===== config.mk =====
export PLATFORM = sky130hd
export DESIGN_NAME = cv_tile_scheduler
export DESIGN_NICKNAME = d
export VERILOG_FILES = /design/src/rtl/cv_pkg.sv /design/src/rtl/cv_tile_iter.sv /design/src/rtl/cv_tile_scheduler.sv
export SDC_FILE = /design/constraint.sdc
export NUM_CORES = 1
export LEC_CHECK = 0
export CAP_MARGIN = 10
export CORE_MARGIN = 2
export CORE_UTILIZATION = 50
export CTS_CLUSTER_SIZE = 25
export DETAILED_ROUTE_END_ITERATION = 10
export PLACE_DENSITY = 0.74
export SETUP_SLACK_MARGIN = 0.15
export SLEW_MARGIN = 15
export SYNTH_ARGS = -nofsm -noshare
export SYNTH_HDL_FRONTEND = slang
export SYNTH_SLANG_ARGS = --single-unit

===== constraint.sdc =====
create_clock -name clk -period 24.6 [get_ports clk]
set_input_delay 7.38 -clock clk [delete_from_list [all_inputs] [get_ports clk]]
set_output_delay 7.38 -clock clk [all_outputs]
set_load 0.1 [all_outputs]

===== src/rtl/cv_pkg.sv =====
// Shared definitions for the convolution tile scheduler: default widths and
// the FSM state encoding.
package cv_pkg;

    localparam int CV_DW = 11;
    localparam int CV_CW = 16;

    localparam logic [3:0] ST_IDLE    = 4'd0;
    localparam logic [3:0] ST_SETUP   = 4'd1;
    localparam logic [3:0] ST_ISS_LW  = 4'd2;
    localparam logic [3:0] ST_WT_LW   = 4'd3;
    localparam logic [3:0] ST_ISS_LIF = 4'd4;
    localparam logic [3:0] ST_WT_LIF  = 4'd5;
    localparam logic [3:0] ST_ISS_SOF = 4'd6;
    localparam logic [3:0] ST_WT_SOF  = 4'd7;
    localparam logic [3:0] ST_NEXT    = 4'd8;
    localparam logic [3:0] ST_FIN     = 4'd9;

    typedef enum logic [3:0] {
        IDLE    = ST_IDLE,
        SETUP   = ST_SETUP,
        ISS_LW  = ST_ISS_LW,
        WT_LW   = ST_WT_LW,
        ISS_LIF = ST_ISS_LIF,
        WT_LIF  = ST_WT_LIF,
        ISS_SOF = ST_ISS_SOF,
        WT_SOF  = ST_WT_SOF,
        NEXT    = ST_NEXT,
        FIN     = ST_FIN
    } state_t;

endpackage


===== src/rtl/cv_tile_iter.sv =====
// One axis of the tile loop: origin counter with step/limit, clipped extent
// (plus halo padding) and a wrap flag that carries into the next outer axis.
import cv_pkg::*;

module cv_tile_iter #(
    parameter int DW = CV_DW
) (
    input  logic          clk,
    input  logic          rst_n,
    input  logic          clear,
    input  logic          adv,
    input  logic [DW-1:0] step,
    input  logic [DW-1:0] limit,
    input  logic [DW-1:0] pad,
    output logic [DW-1:0] ori,
    output logic [DW-1:0] ext,
    output logic          wrap
);

    logic [DW:0]   sum;
    logic [DW-1:0] nxt_ori;
    logic [DW-1:0] remain;
    logic [DW-1:0] clip;

    // Next origin and its edge-clipped extent; the sum is one bit wider so a
    // step past the top of the range is still seen as a wrap.
    always_comb begin
        sum     = {1'b0, ori} + {1'b0, step};
        wrap    = (sum >= {1'b0, limit});
        nxt_ori = (clear || wrap) ? '0 : sum[DW-1:0];
        remain  = limit - nxt_ori;
        clip    = (step < remain) ? step : remain;
    end

    // Origin and extent move together so the loader always sees a coherent tile.
    always_ff @(posedge clk or negedge rst_n) begin
        if (!rst_n) begin
            ori <= '0;
            ext <= '0;
        end else if (clear || adv) begin
            ori <= nxt_ori;
            ext <= clip + pad;
        end
    end

endmodule


===== src/rtl/cv_tile_scheduler.sv =====
// Convolution tile scheduler: walks (o, h, w) tiles of a layer and drives the
// loader through load-weight / load-input / store-output per tile.
// Optional macro CV_SCHED_WEIGHT_REUSE_EN: skip the weight load when a tile
// keeps the previous tile's output-channel origin within the same layer.
import cv_pkg::*;

module cv_tile_scheduler #(
    parameter int DW = CV_DW,
    parameter int CW = CV_CW
) (
    input  logic          clk,
    input  logic          rst_n,
    input  logic          start,
    input  logic [DW-1:0] I,
    input  logic [DW-1:0] O,
    input  logic [DW-1:0] H,
    input  logic [DW-1:0] W,
    input  logic [4:0]    K,
    input  logic [DW-1:0] TO,
    input  logic [DW-1:0] TH,
    input  logic [DW-1:0] TW,
    input  logic          core_idle,
    input  logic          ld_done,
    output logic          load_weight,
    output logic          load_input,
    output logic          store_output,
    output logic [DW-1:0] Iori,
    output logic [DW-1:0] Oori,
    output logic [DW-1:0] Hori,
    output logic [DW-1:0] Wori,
    output logic [DW-1:0] Iext,
    output logic [DW-1:0] Oext,
    output logic [DW-1:0] Hext,
    output logic [DW-1:0] Wext,
    output logic          busy,
    output logic          done,
    output logic          err,
    output logic [CW-1:0] tile_cnt
);

    state_t state, state_nxt;

    logic [DW-1:0] o_q, h_q, w_q, to_q, th_q, tw_q;
    logic [4:0]    k_q;
    logic [DW-1:0] kx_q, kx_in;
    logic          accept;
    logic          illegal;
    logic          skip_lw;
    logic          o_wrap, h_wrap, w_wrap, all_wrap;
    logic          adv_o, adv_h, adv_w;
    logic [DW-1:0] o_step, o_lim, h_step, h_lim, w_step, w_lim, hw_pad;

    assign accept   = (state == IDLE) && start;
    assign kx_q     = {{(DW-5){1'b0}}, k_q};
    assign kx_in    = {{(DW-5){1'b0}}, K};
    assign illegal  = (k_q == 5'd0) || (kx_q > h_q) || (kx_q > w_q) ||
                      (to_q == '0) || (th_q == '0) || (tw_q == '0) ||
                      (o_q == '0) || (Iext == '0);
    assign all_wrap = o_wrap && h_wrap && w_wrap;
    assign adv_w    = (state == NEXT) && !all_wrap;
    assign adv_h    = adv_w && w_wrap;
    assign adv_o    = adv_h && h_wrap;
    assign Iori     = '0;

    // Iterators take the raw shape while the first tile is being primed at start,
    // and the latched shape for every later step.
    always_comb begin
        if (state == IDLE) begin
            o_step = TO;
            o_lim  = O;
            h_step = TH;
            h_lim  = H - kx_in + DW'(1);
            w_step = TW;
            w_lim  = W - kx_in + DW'(1);
            hw_pad = kx_in - DW'(1);
        end else begin
            o_step = to_q;
            o_lim  = o_q;
            h_step = th_q;
            h_lim  = h_q - kx_q + DW'(1);
            w_step = tw_q;
            w_lim  = w_q - kx_q + DW'(1);
            hw_pad = kx_q - DW'(1);
        end
    end

    cv_tile_iter #(.DW(DW)) u_iter_o (
        .clk(clk), .rst_n(rst_n), .clear(accept), .adv(adv_o),
        .step(o_step), .limit(o_lim), .pad('0),
        .ori(Oori), .ext(Oext), .wrap(o_wrap)
    );

    cv_tile_iter #(.DW(DW)) u_iter_h (
        .clk(clk), .rst_n(rst_n), .clear(accept), .adv(adv_h),
        .step(h_step), .limit(h_lim), .pad(hw_pad),
        .ori(Hori), .ext(Hext), .wrap(h_wrap)
    );

    cv_tile_iter #(.DW(DW)) u_iter_w (
        .clk(clk), .rst_n(rst_n), .clear(accept), .adv(adv_w),
        .step(w_step), .limit(w_lim), .pad(hw_pad),
        .ori(Wori), .ext(Wext), .wrap(w_wrap)
    );

`ifdef CV_SCHED_WEIGHT_REUSE_EN
    logic wt_valid;

    // Weights stay valid until the output-channel origin moves or a new layer starts.
    always_ff @(posedge clk or negedge rst_n) begin
        if (!rst_n) begin
            wt_valid <= 1'b0;
        end else if (accept || adv_o) begin
            wt_valid <= 1'b0;
        end else if ((state == WT_LW) && ld_done) begin
            wt_valid <= 1'b1;
        end
    end

    assign skip_lw = wt_valid;
`else
    assign skip_lw = 1'b0;
`endif

    // Layer shape is captured once per accepted start; later starts are ignored.
    always_ff @(posedge clk or negedge rst_n) begin
        if (!rst_n) begin
            o_q  <= '0;
            h_q  <= '0;
            w_q  <= '0;
            k_q  <= '0;
            to_q <= '0;
            th_q <= '0;
            tw_q <= '0;
            Iext <= '0;
        end else if (accept) begin
            o_q  <= O;
            h_q  <= H;
            w_q  <= W;
            k_q  <= K;
            to_q <= TO;
            th_q <= TH;
            tw_q <= TW;
            Iext <= I;
        end
    end

    // Tile counter and sticky shape error, both cleared by an accepted start.
    always_ff @(posedge clk or negedge rst_n) begin
        if (!rst_n) begin
            tile_cnt <= '0;
            err      <= 1'b0;
        end else if (accept) begin
            tile_cnt <= '0;
            err      <= 1'b0;
        end else begin
            if ((state == NEXT) && (tile_cnt != '1)) begin
                tile_cnt <= tile_cnt + CW'(1);
            end
            if ((state == SETUP) && illegal) begin
                err <= 1'b1;
            end
        end
    end

    // State register; reset pulls commands low immediately.
    always_ff @(posedge clk or negedge rst_n) begin
        if (!rst_n) begin
            state <= IDLE;
        end else begin
            state <= state_nxt;
        end
    end

    // Next-state logic and command/status decode.
    always_comb begin
        state_nxt    = state;
        load_weight  = 1'b0;
        load_input   = 1'b0;
        store_output = 1'b0;
        busy         = 1'b0;
        done         = 1'b0;
        case (state)
            IDLE: begin
                if (start) state_nxt = SETUP;
            end
            SETUP: begin
                busy = 1'b1;
                if (illegal)      state_nxt = FIN;
                else if (skip_lw) state_nxt = ISS_LIF;
                else              state_nxt = ISS_LW;
            end
            ISS_LW: begin
                busy        = 1'b1;
                load_weight = 1'b1;
                if (core_idle) state_nxt = WT_LW;
            end
            WT_LW: begin
                busy = 1'b1;
                if (ld_done) state_nxt = ISS_LIF;
            end
            ISS_LIF: begin
                busy       = 1'b1;
                load_input = 1'b1;
                if (core_idle) state_nxt = WT_LIF;
            end
            WT_LIF: begin
                busy = 1'b1;
                if (ld_done) state_nxt = ISS_SOF;
            end
            ISS_SOF: begin
                busy         = 1'b1;
                store_output = 1'b1;
                if (core_idle) state_nxt = WT_SOF;
            end
            WT_SOF: begin
                busy = 1'b1;
                if (ld_done) state_nxt = NEXT;
            end
            NEXT: begin
                busy      = 1'b1;
                state_nxt = all_wrap ? FIN : SETUP;
            end
            FIN: begin
                done      = 1'b1;
                state_nxt = IDLE;
            end
            default: state_nxt = IDLE;
        endcase
    end

endmodule


Yosys cells after proc, flatten, opt, wreduce, memory -nomap -nowiden. Cells that the tools add are included.

$lt $le $gt $ge: 8. Reductions and logical operators: 33. Muxes and demuxes: 32. Equal/unequal tests: 17. Add/sub/neg operators: 19.

Operator list (count): two-way mux 11 bit (13); logical NOT 11 bit (5); adder 11 x 1 -> 11 bit (second input constant) (4); subtractor 11 x 5 -> 11 bit (4); adder 11 x 11 -> 12 bit (3); greater-or-equal comparator 12 x 11 -> 1 bit (3); two-way mux 4 bit (9); one-hot mux 4 bit (9 select lines) (1); less-than comparator 11 bit (3); subtractor 11 bit (3); two-way mux 16 bit (2); adder 11 bit (2); greater-than comparator 5 x 11 -> 1 bit (2); adder 16 x 1 -> 16 bit (second input constant) (1); equality test 4 x 3 -> 1 bit (second input constant) (4); != test 16 bit (second input constant) (1); != test 2 bit (second input constant) (7); logical OR 1 bit (13); subtractor 5 x 1 -> 6 bit (second input constant) (2); equality test 4 x 2 -> 1 bit (second input constant) (2); equality test 4 bit (second input constant) (2); logical AND 1 bit (8); OR reduction 8 bit (1); two-way mux 1 bit (7); other kinds (6) (7).

Flip-flop bits (word level): 169. Output and inout port bits: 110. Input port bits: 87. Logic and storage cells: 126.

Longest topological paths before layout. Gate-level depths: netlist of the first run.

Depth in word-level cells: 11. Depth in mapped cells: 52. Depth with buffers taken out: 51.

Hierarchy. Synthesis of the first run repeated with hierarchy kept, for this count alone.

Cell total of the unflattened synthesis: 2014. Area, all modules: 16274.4 µm².

Modules (own cells, without submodules): cv_tile_scheduler (instances 1, cells each 968, area each 7398.3 µm²); cv_tile_iter at u_iter_h ... (instances 2, cells each 350, area each 2960.3 µm²); cv_tile_iter at u_iter_o (instances 1, cells each 346, area each 2955.3 µm²).

Least setup slack after synthesis of the first run. Ideal clock, no wire load.

Path kind: input -> register. From: input W[1]. To: register u_iter_w.ext[10]. Cell stages on the path: 49. Buffers on the path: 1. Setup time: 0.080 ns. Setup slack: 8.697 ns. Data arrival time: 15.823 ns. Cells stage by stage: inv_1 > ha_1 > inv_1 > ha_1 > inv_1 > fa_1 > nor2b_1 > o21ai_0 > a21oi_1 > o21ai_0 > nand2b_1 > a21o_1 > a21oi_1 > xnor2_1 > o21ai_0 > ha_1 > nand4_1 > or4_1 > [... 13 more ...] > or2_2 > ha_1 > nand4_1 > o21a_1 > a31o_2 > buf_4 > mux2_2 > ha_1 > inv_1 > fa_1 > nor2b_1 > o21ai_0 > a21boi_0 > o21ai_0 > a211oi_1 > nor3_1 > a2111o_1 > o211ai_2.

Cells in the longest elaborated chain, start to end: 10.

RTL lines: from (decl) (RTL line cv_tile_scheduler.sv:17) `input logic [DW-1:0] W,`; subtractor 11 x 5 -> 11 bit * (RTL line cv_tile_scheduler.sv:74) `w_lim = W - kx_in + DW'(1);`; adder 11 x 1 -> 11 bit * (RTL line cv_tile_scheduler.sv:74); two-way mux 11 bit * (RTL line cv_tile_scheduler.sv:68) `if (state == IDLE) begin`; greater-or-equal comparator 12 x 11 -> 1 bit * (RTL line cv_tile_iter.sv:29) `wrap = (sum >= {1'b0, limit});`; logical OR 1 bit * (RTL line cv_tile_iter.sv:30) `nxt_ori = (clear || wrap) ? '0 : sum[DW-1:0];`; two-way mux 11 bit * (RTL line cv_tile_iter.sv:30); named net u_iter_w.nxt_ori[1] (RTL line cv_tile_iter.sv:21) `logic [DW-1:0] nxt_ori;`; subtractor 11 bit * (RTL line cv_tile_iter.sv:31) `remain = limit - nxt_ori;`; less-than comparator 11 bit (RTL line cv_tile_iter.sv:32) `clip = (step < remain) ? step : remain;`; two-way mux 11 bit * (RTL line cv_tile_iter.sv:32); adder 11 bit * (RTL line cv_tile_iter.sv:42) `ext <= clip + pad;`; to (signal assigned) (RTL line cv_tile_iter.sv:42); to (decl) (RTL line cv_tile_iter.sv:16) `output logic [DW-1:0] ext,`.

Mark *: on every way through the listed nets, which the timed path passes. The rest lies on a longest branch. A chain may end at the register's enable or synchronous reset.

Final worst setup path of the first run.
From: input K[3]. To: register u_iter_w.ext[10].

Cells in the longest elaborated chain, start to end: 10.

RTL lines: from (decl) (RTL line cv_tile_scheduler.sv:18) `input logic [4:0] K,`; subtractor 11 x 5 -> 11 bit * (RTL line cv_tile_scheduler.sv:74); adder 11 x 1 -> 11 bit * (RTL line cv_tile_scheduler.sv:74); two-way mux 11 bit * (RTL line cv_tile_scheduler.sv:68); greater-or-equal comparator 12 x 11 -> 1 bit * (RTL line cv_tile_iter.sv:29); logical OR 1 bit * (RTL line cv_tile_iter.sv:30); two-way mux 11 bit * (RTL line cv_tile_iter.sv:30); named net u_iter_w.nxt_ori[1] (RTL line cv_tile_iter.sv:21); subtractor 11 bit * (RTL line cv_tile_iter.sv:31); less-than comparator 11 bit (RTL line cv_tile_iter.sv:32); two-way mux 11 bit * (RTL line cv_tile_iter.sv:32); adder 11 bit * (RTL line cv_tile_iter.sv:42).

Marks and branches as above.

==> results of run 1 <==
[tightest hold or removal path: cells and delay by family (launching register included)]
| kind | cells | cell delay (ns) |
|---|---|---|
| AOI/OAI and AO/OA | 1 | 0.06 |
| DFF | 1 | 0.34 |
| and+or+nand+nor | 1 | 0.05 |
[path summary, 6_finish.rpt]
| kind | end | slack, ns |
|---|---|---|
| min | u_iter_o.ext[8] | 0.48 |
| max | u_iter_w.ext[10] | 7.24 |
| max in group asynchronous | tw_q[5] | 16.06 |
| max reg2reg | u_iter_w.ext[10] | 13.08 |
| min in group asynchronous | w_q[5] | 7.03 |
| min reg2reg | u_iter_o.ext[8] | 0.48 |
[metrics by stage]
stage          std cells  instance area (um2)
2_1_floorplan       1926                15500
3_3_place_gp        2444                17600
3_5_place_dp        2444                17600
4_1_cts             2476                18200
5_1_grt             2476                18200
6_report            2476                18200
[layout make-up]
class / count / area [um2] / share of cell area, %
inverters: 147 / 552 / 3.03
repair buffers: 193 / 1910 / 10.5
multi-input cells: 1539 / 10400 / 57.1
clock inverters: 14 / 180 / 0.990
flip-flops and latches: 169 / 4230 / 23.2
clock buffers: 18 / 439 / 2.41
well taps: 396 / 495 / 2.72
[cells in the mapped netlist, drive strengths merged (11+ instances only)]
library cell  instances
nand2b               19
xor2                 34
nor2b                20
nor4                 28
o21bai               11
a21oi                89
o21ai               129
ha                  224
clkbuf               41
nor2                100
buf                  30
mux2i                29
inv                 147
xnor2                73
a21o                 35
o21a                 21
nand3                27
nand2               435
o211ai               11
nand4                17
dfrtp               169
nor3                 47
fa                   12
[registers in the layout (all words and copies together) (netlist names)]
signal,cells
tile_cnt,16
th_q,11
u_iter_h.ori,11
u_iter_o.ext,11
h_q,11
u_iter_w.ori,11
u_iter_h.ext,11
to_q,11
tw_q,11
err,1
u_iter_w.ext,11
k_q,5
w_q,11
u_iter_o.ori,11
o_q,11
Iext,11
state,4
[routing by layer]
metal / GRT usage, % / up-vias / wire length, um
li1: - / 6920 / -
met1: 35.5 / 6666 / 19600
met2: 46.2 / 399 / 21200
met3: 3.38 / 82 / 1930
met4: 9.79 / 0 / 1400
met5: 0 / - / 0
[cells by family (layout without fill, tap and decap cells)]
group                      after synthesis  in the layout  share of synthesized area, %
and+or+nand+nor                        743            743                          21.3
xor gates and xnor gates               107            107                          6.05
AOI/OAI and AO/OA                      403            403                          17.1
buffers and inverters                  218            372                          5.89
adders and majority gates              236            236                          19.7
DFF                                    169            169                          27.3
muxes                                   39             39                          2.63
other                                    1             11                        0.0242
==> summary.md, run 1 <==
| Metric | Value |
|---|---|
| Worst-Skew Late Latency | 0.45 ns |
| Placer Congestion | 0.928 |
| Post-synth top area share | 27.3% |
| Setup crit end kind | flop |
| Crit path launch type | primary input |
| Core Util, Final | 59.7% |
| Critical path origin | K[3] |
| Area Overhead vs Synth | 17.6% |
| IO Port Bufs | 185 |
| Initial DRC count | 980 |
| Setup Viol. Count Final | 0 |
| Syn avg cell area | 8.08 um2 |
| Run status | completed |
| Setup tns final | 0 ns |
| Synth area leader | dfrtp_1 |
| CTS tree | built |
| Required time of the critical path | 24.98 ns |
| Worst path max stage delay | 0.67 ns |
| Reg clk slew, reported paths | 0.08 ns |
| Num rows | 64 |
| Stages on worst setup path | 47 |
| Buf+Inv Stages, Crit Path | 5 |
| Fin nets | 2390 |
| Vias | 14100 |
| Share of layout cells above drive strength 1 | 3.75% |
| Post-layout min period | 17.36 ns |
| Flops & latches, synth | 169 |
| Ys flop type | dfrtp_1 |
| First-pass GRT wire length | 71500 um |
| Post-synth EDFFs | 0 |
| Synth Warn # | 0 |
| Vias in the first global route | 13900 |
| Worst Slack Setup Final | 7.24 ns |
| Total clock sinks | 169 |
| RSZ-0062 raised after global routing | no |
| Cts bufs inserted | 17 |
| Crit path kind | in2reg |
| Worst R2R Path Depth | 43 |
| Pin count of the biggest net entering global routing | 99 |
| Total wire length | 44200 um |
| Tightest Pin Transition | 1.07 ns |
| Clock Path Buffers | 2 |
| Fmax | 0.0576 GHz |
| Top post-synthesis cells by area | dfrtp_1 (27%), ha_1 (18%), nand2_1 (11%) |
| Yosys cell types | 87 |
| Residual DRC | 0 |
| # IOs | 197 |
| Fillers | 2730 |
| Cells after synthesis | 1916 |
| Root buffer cell | clkbuf_16 |
| Via-per-instance ratio | 5.68 |
| Relative slew slack | 28.4% |
| Place WS | 7.11 ns |
| Largest delay share family, worst path | compound AO/OA/AOI/OAI gates |
| Die X | 180 um |
| Core region area | 30500 um2 |
| Die height | 180 um |
| Post-DRT Antenna Nets | 0 |
| Clock skew | 0.0171 ns |
| Post-Syn Area | 15500 um2 |
| Drt pass-1 iters | 7 |
| GR Overflow Total | 0 |
| Hold depth | 2 |
| Crit-path max FO | 23 |
| PostCTS Resize Cnt | 0 |
| Detailed Place HPWL | 34300 um |
| Most frequent cells in the layout | nand2_1 (433), ha_1 (224), clkdlybuf4s50_1 (184) |
| Maxcap violations | 0 |
| Seq/Total Area, Yosys | 27.3% |
| HP Class | reg2reg |
| WHS | 0.482 ns |
| Async S/R FF share, synth | 100% |
| Initial antenna violation count | 0 |
| Slowest cell on the critical path | o41ai_1 |
| All-Layer GR Usage | 27.2% |
| Die ar. | 32400 um2 |
| H-Tree Depth | 4 |
| # hold bufs at CTS | 0 |
| Post-CTS Setup Inserts | 0 |
| Starting Density | 50.7% |
| Worst Hold Launch | u_iter_o.ext[8] |
| WP data arrival | 17.74 ns |
| Final hold violations | 0 |
| Commonest non-fill, non-tap cell in the layout | nand2_1 |
| Slew Viols, Final | 0 |
| Crit share post-route | 70.6% |
| Worst r2r src | state[1] |
| N_diodes | 0 |
| Routed len/inst | 17.8 um |
Power of run 1 is left out: the tool's default activity adds up to more than one toggle a clock period on the data nets, which glitch-free logic cannot reach.
==> run 2, diff against run 1 <==
Clock period 24.6 ns to 16.9 ns, I/O delays scaled along.
==> summary.md, run 2 (same netlist as run 1, synthesis figures left out) <==
| Metric | Value |
|---|---|
| Fmax | 0.0656 GHz |
| Share of layout cells above drive strength 1 | 3.75% |
| Starting Density | 50.7% |
| Tightest Pin Transition | 1.05 ns |
| Total wire length | 44000 um |
| Run status | completed |
| Setup crit end kind | flop |
| Setup tns final | 0 ns |
| N_diodes | 0 |
| Max reg flops | 16 |
| Detailed Place HPWL | 34300 um |
| Routed len/inst | 17.8 um |
| Most flop-heavy register | tile_cnt |
| Die ar. | 32400 um2 |
| Initial DRC count | 986 |
| Post-layout min period | 15.25 ns |
| Num rows | 64 |
| IO Port Bufs | 185 |
| Fin nets | 2390 |
| Reg clk slew, reported paths | 0.08 ns |
| H-Tree Depth | 4 |
| RSZ-0062 raised after global routing | no |
| Die X | 180 um |
| Root buffer cell | clkbuf_16 |
| Clock skew | 0.0152 ns |
| Placer Congestion | 0.917 |
| Post-CTS Setup Inserts | 0 |
| Die height | 180 um |
| Drt pass-1 iters | 7 |
| Crit path launch type | primary input |
| Initial antenna violation count | 0 |
| Met1 Use GR | 35.0% |
| Total clock sinks | 169 |
| Via-per-instance ratio | 5.71 |
| GR Overflow Total | 0 |
| HP Class | reg2reg |
| # IOs | 197 |
| Met3 Track Usage GR | 4.15% |
| Setup Viol. Count Final | 0 |
| Post-placement cell count | 2444 |
| Relative slew slack | 29.6% |
| PostCTS Resize Cnt | 0 |
| Met2 Usage GRT | 45.6% |
| First-pass GRT wire length | 71000 um |
| Residual DRC | 0 |
| Non-Filler Instances | 2476 |
| Worst path max stage delay | 0.69 ns |
| Top Usage Layer GRT | met2 |
| Vias in the first global route | 13700 |
| Cts bufs inserted | 17 |
| Maxcap violations | 0 |
| Pin count of the biggest net entering global routing | 100 |
| Placement-stage cell area | 17600 um2 |
| Core region area | 30500 um2 |
| Required time of the critical path | 17.27 ns |
| Area used by multi-input combinational logic | 10400 um2 |
| Fin area | 18200 um2 |
| # hold bufs at CTS | 0 |
| Fillers | 2748 |
| Worst-Skew Late Latency | 0.45 ns |
| CTS tree | built |
| All-Layer GR Usage | 27.1% |
| Area Overhead vs Synth | 17.7% |
| Post-DRT Antenna Nets | 0 |
| Slew Viols, Final | 0 |
| Slowest cell on the critical path | o41ai_1 |
| Crit-path max FO | 23 |
| Final hold violations | 0 |
| Commonest non-fill, non-tap cell in the layout | nand2_1 |
| FF/Latch Area | 4230 um2 |
| WP data arrival | 15.63 ns |
| Crit path kind | in2reg |
| Most frequent cells in the layout | nand2_1 (433), ha_1 (224), clkdlybuf4s50_1 (184) |
| Vias | 14100 |
| Clock Path Buffers | 2 |
| Crit share post-route | 90.3% |
run 2: cell count changes in the layout (fill, tap and decap cells not counted):
| cell | change |
|---|---|
| bufinv_16 | +1 |
| clkbuf_8 | -1 |
| clkinv_8 | -1 |
| inv_8 | +1 |
run 2: layer usage:
metal / wire [um] / share of wire [%]
met1: 19200 / 44
met2: 21000 / 48
met3: 2210 / 5.0
met4: 1540 / 3.5
met5: 0 / 0
run 2: worst paths after layout:
check | from | endpoint | slack [ns] | cells after the start
worst max-delay path | K[2] | u_iter_w.ext[10] | 1.65 | 45
worst min-delay path | u_iter_w.ext[0] | u_iter_w.ext[0] | 0.48 | 2
worst max register to register | state[1] | u_iter_w.ext[10] | 5.22 | 43
worst min register to register | u_iter_w.ext[0] | u_iter_w.ext[0] | 0.48 | 2
max in group asynchronous | rst_n | tw_q[7] | 10.56 | 2
min in group asynchronous | rst_n | w_q[6] | 4.74 | 1
run 2: worst max-delay path, delay by kind of cell:
kind                     cells  cell delay, ns
AND/OR/NAND/NOR             10            2.11
XOR/XNOR                     1            0.15
adder cells (fa/ha/maj)      7            2.30
AO/OA/AOI/OAI               19            4.34
multiplexers                 2            0.60
buffers and inverters        6            1.05
run 2: cell type report:
| type | instances | area share [%] |
|---|---|---|
| Multi-Input combinational cell | 1539 | 57.1 |
| Sequential cell | 169 | 23.2 |
| Timing Repair Buffer | 193 | 10.5 |
| Inverter | 147 | 3.03 |
| Tap cell | 396 | 2.72 |
| Clock buffer | 17 | 2.34 |
| Clock inverter | 15 | 1.13 |
run 2: per-stage QoR:
stage	worst slack [ns]	hold slack (ns)	util (%)
after floorplan	3.31	0.463	-
after global placement	1.72	0.460	57.6
after detailed placement	1.42	0.466	57.6
after CTS	1.86	0.489	59.7
after global routing	0.869	0.517	59.7
final	1.65	0.481	59.7
Power of run 2 is left out for the same reason.
==> run 3, diff against run 2 <==
Settings changed: CORE_UTILIZATION 50 to 60, PLACE_DENSITY 0.74 to 0.87.
Clock period 16.9 ns to 19.1 ns, I/O delays scaled along.
==> summary.md, run 3 (same netlist as run 1, synthesis figures left out) <==
| Metric | Value |
|---|---|
| Num rows | 58 |
| # IOs | 197 |
| Die height | 165 um |
| First-pass GRT wire length | 72100 um |
| Most frequent CP cell | o21ai_0 |
| Most frequent cells in the layout | nand2_1 (433), ha_1 (224), clkdlybuf4s50_1 (184) |
| RSZ-0062 raised after global routing | no |
| Crit-path max FO | 12 |
| Most flop-heavy register | tile_cnt |
| Fin area | 18100 um2 |
| # hold bufs at CTS | 0 |
| Vias | 14700 |
| Area used by multi-input combinational logic | 10400 um2 |
| Vias in the first global route | 14200 |
| Post-CTS Setup Inserts | 0 |
| Placement-stage cell area | 17500 um2 |
| Initial antenna violation count | 0 |
| Tightest Pin Transition | 1.08 ns |
| IO Port Bufs | 185 |
| Commonest non-fill, non-tap cell in the layout | nand2_1 |
| Met3 Track Usage GR | 4.92% |
| Placer Congestion | 0.989 |
| Pin count of the biggest net entering global routing | 92 |
| HP Class | reg2reg |
| Residual DRC | 0 |
| WP data arrival | 16.14 ns |
| Worst path max stage delay | 0.73 ns |
| Fin nets | 2389 |
| Total wire length | 45300 um |
| Run status | completed |
| Starting Density | 61.3% |
| GR Overflow Total | 0 |
| Post-DRT Antenna Nets | 0 |
| Slowest cell on the critical path | nor3_2 |
| Drt pass-1 iters | 8 |
| Die ar. | 27100 um2 |
| All-Layer GR Usage | 33.7% |
| Share of layout cells above drive strength 1 | 3.70% |
| Maxcap violations | 0 |
| Fillers | 1953 |
| FF/Latch Area | 4230 um2 |
| Initial DRC count | 1363 |
| Cts bufs inserted | 17 |
| Fmax | 0.0631 GHz |
| Setup Viol. Count Final | 0 |
| Detailed Place HPWL | 34800 um |
| WHS | 0.485 ns |
| Required time of the critical path | 19.40 ns |
| Met1 Use GR | 43.1% |
| Met2 Usage GRT | 56.4% |
| Core Util, Final | 71.8% |
| H-Tree Depth | 4 |
| Total clock sinks | 169 |
| Clock Path Buffers | 2 |
| Root buffer cell | clkbuf_16 |
| Post-layout min period | 15.85 ns |
| Crit path kind | in2reg |
| Reg clk slew, reported paths | 0.08 ns |
| Crit share post-route | 83.0% |
| PostCTS Resize Cnt | 0 |
| Worst-Skew Late Latency | 0.46 ns |
| Core region area | 25300 um2 |
| Max reg flops | 16 |
| N_diodes | 0 |
| Setup tns final | 0 ns |
| Clock skew | 0.0158 ns |
| Die X | 165 um |
| Slew Viols, Final | 0 |
| CTS tree | built |
| Crit path launch type | primary input |
| Via-per-instance ratio | 6.11 |
| Relative slew slack | 28.3% |
| Area Overhead vs Synth | 17.1% |
| Setup crit end kind | flop |
| Routed len/inst | 18.8 um |
| Final hold violations | 0 |
| Top Usage Layer GRT | met2 |
[run 3: cell count changes in the layout (fill, tap and decap cells not counted)]
cell	previous run	this run
clkinv_4	2	0
clkinv_8	3	5
buf_4	8	7
bufinv_16	2	1
clkinvlp_4	1	2
inv_6	3	2
inv_8	4	5
[run 3: stage by stage]
stage               setup WS [ns]  cells
finish                       3.25   2409
global route                 2.39   2409
CTS                          3.48   2409
detailed placement           3.07   2377
global placement             3.52   2377
floorplan                    4.85   1926
[run 3: final timing paths]
check | slack (ns) | to | depth (start not counted) | start
max | 3.25 | u_iter_h.ext[10] | 49 | K[1]
min | 0.48 | u_iter_h.ext[1] | 2 | u_iter_h.ext[1]
max reg2reg | 7.60 | u_iter_w.ext[10] | 42 | state[1]
min reg2reg | 0.48 | u_iter_h.ext[1] | 2 | u_iter_h.ext[1]
max in group asynchronous | 12.25 | tw_q[5] | 2 | rst_n
min in group asynchronous | 5.31 | w_q[5] | 1 | rst_n
[run 3: cell type report]
type                       instances  area share (%)
multi-input combinational       1539            57.4
clock inverter                    15            1.10
clock buffer                      17            2.35
tap                              330            2.28
timing repair buffer             192            10.5
inverter                         147            3.04
sequential                       169            23.3
[run 3: worst max-delay path, delay by kind of cell]
family / cells / cell delay (ns)
fa+ha+maj: 8 / 2.44
compound gates: 23 / 4.49
buf+inv: 5 / 0.82
xor+xnor: 2 / 0.34
simple gates: 11 / 2.31
[run 3: per-layer routing]
metal	part of all wire [%]	vias to the layer above	wire length [um]
li1	-	6931	-
met1	41	6993	18800
met2	48	645	21600
met3	6.5	148	2960
met4	4.4	0	2000
met5	0	-	0
Power of run 3 is left out for the same reason.
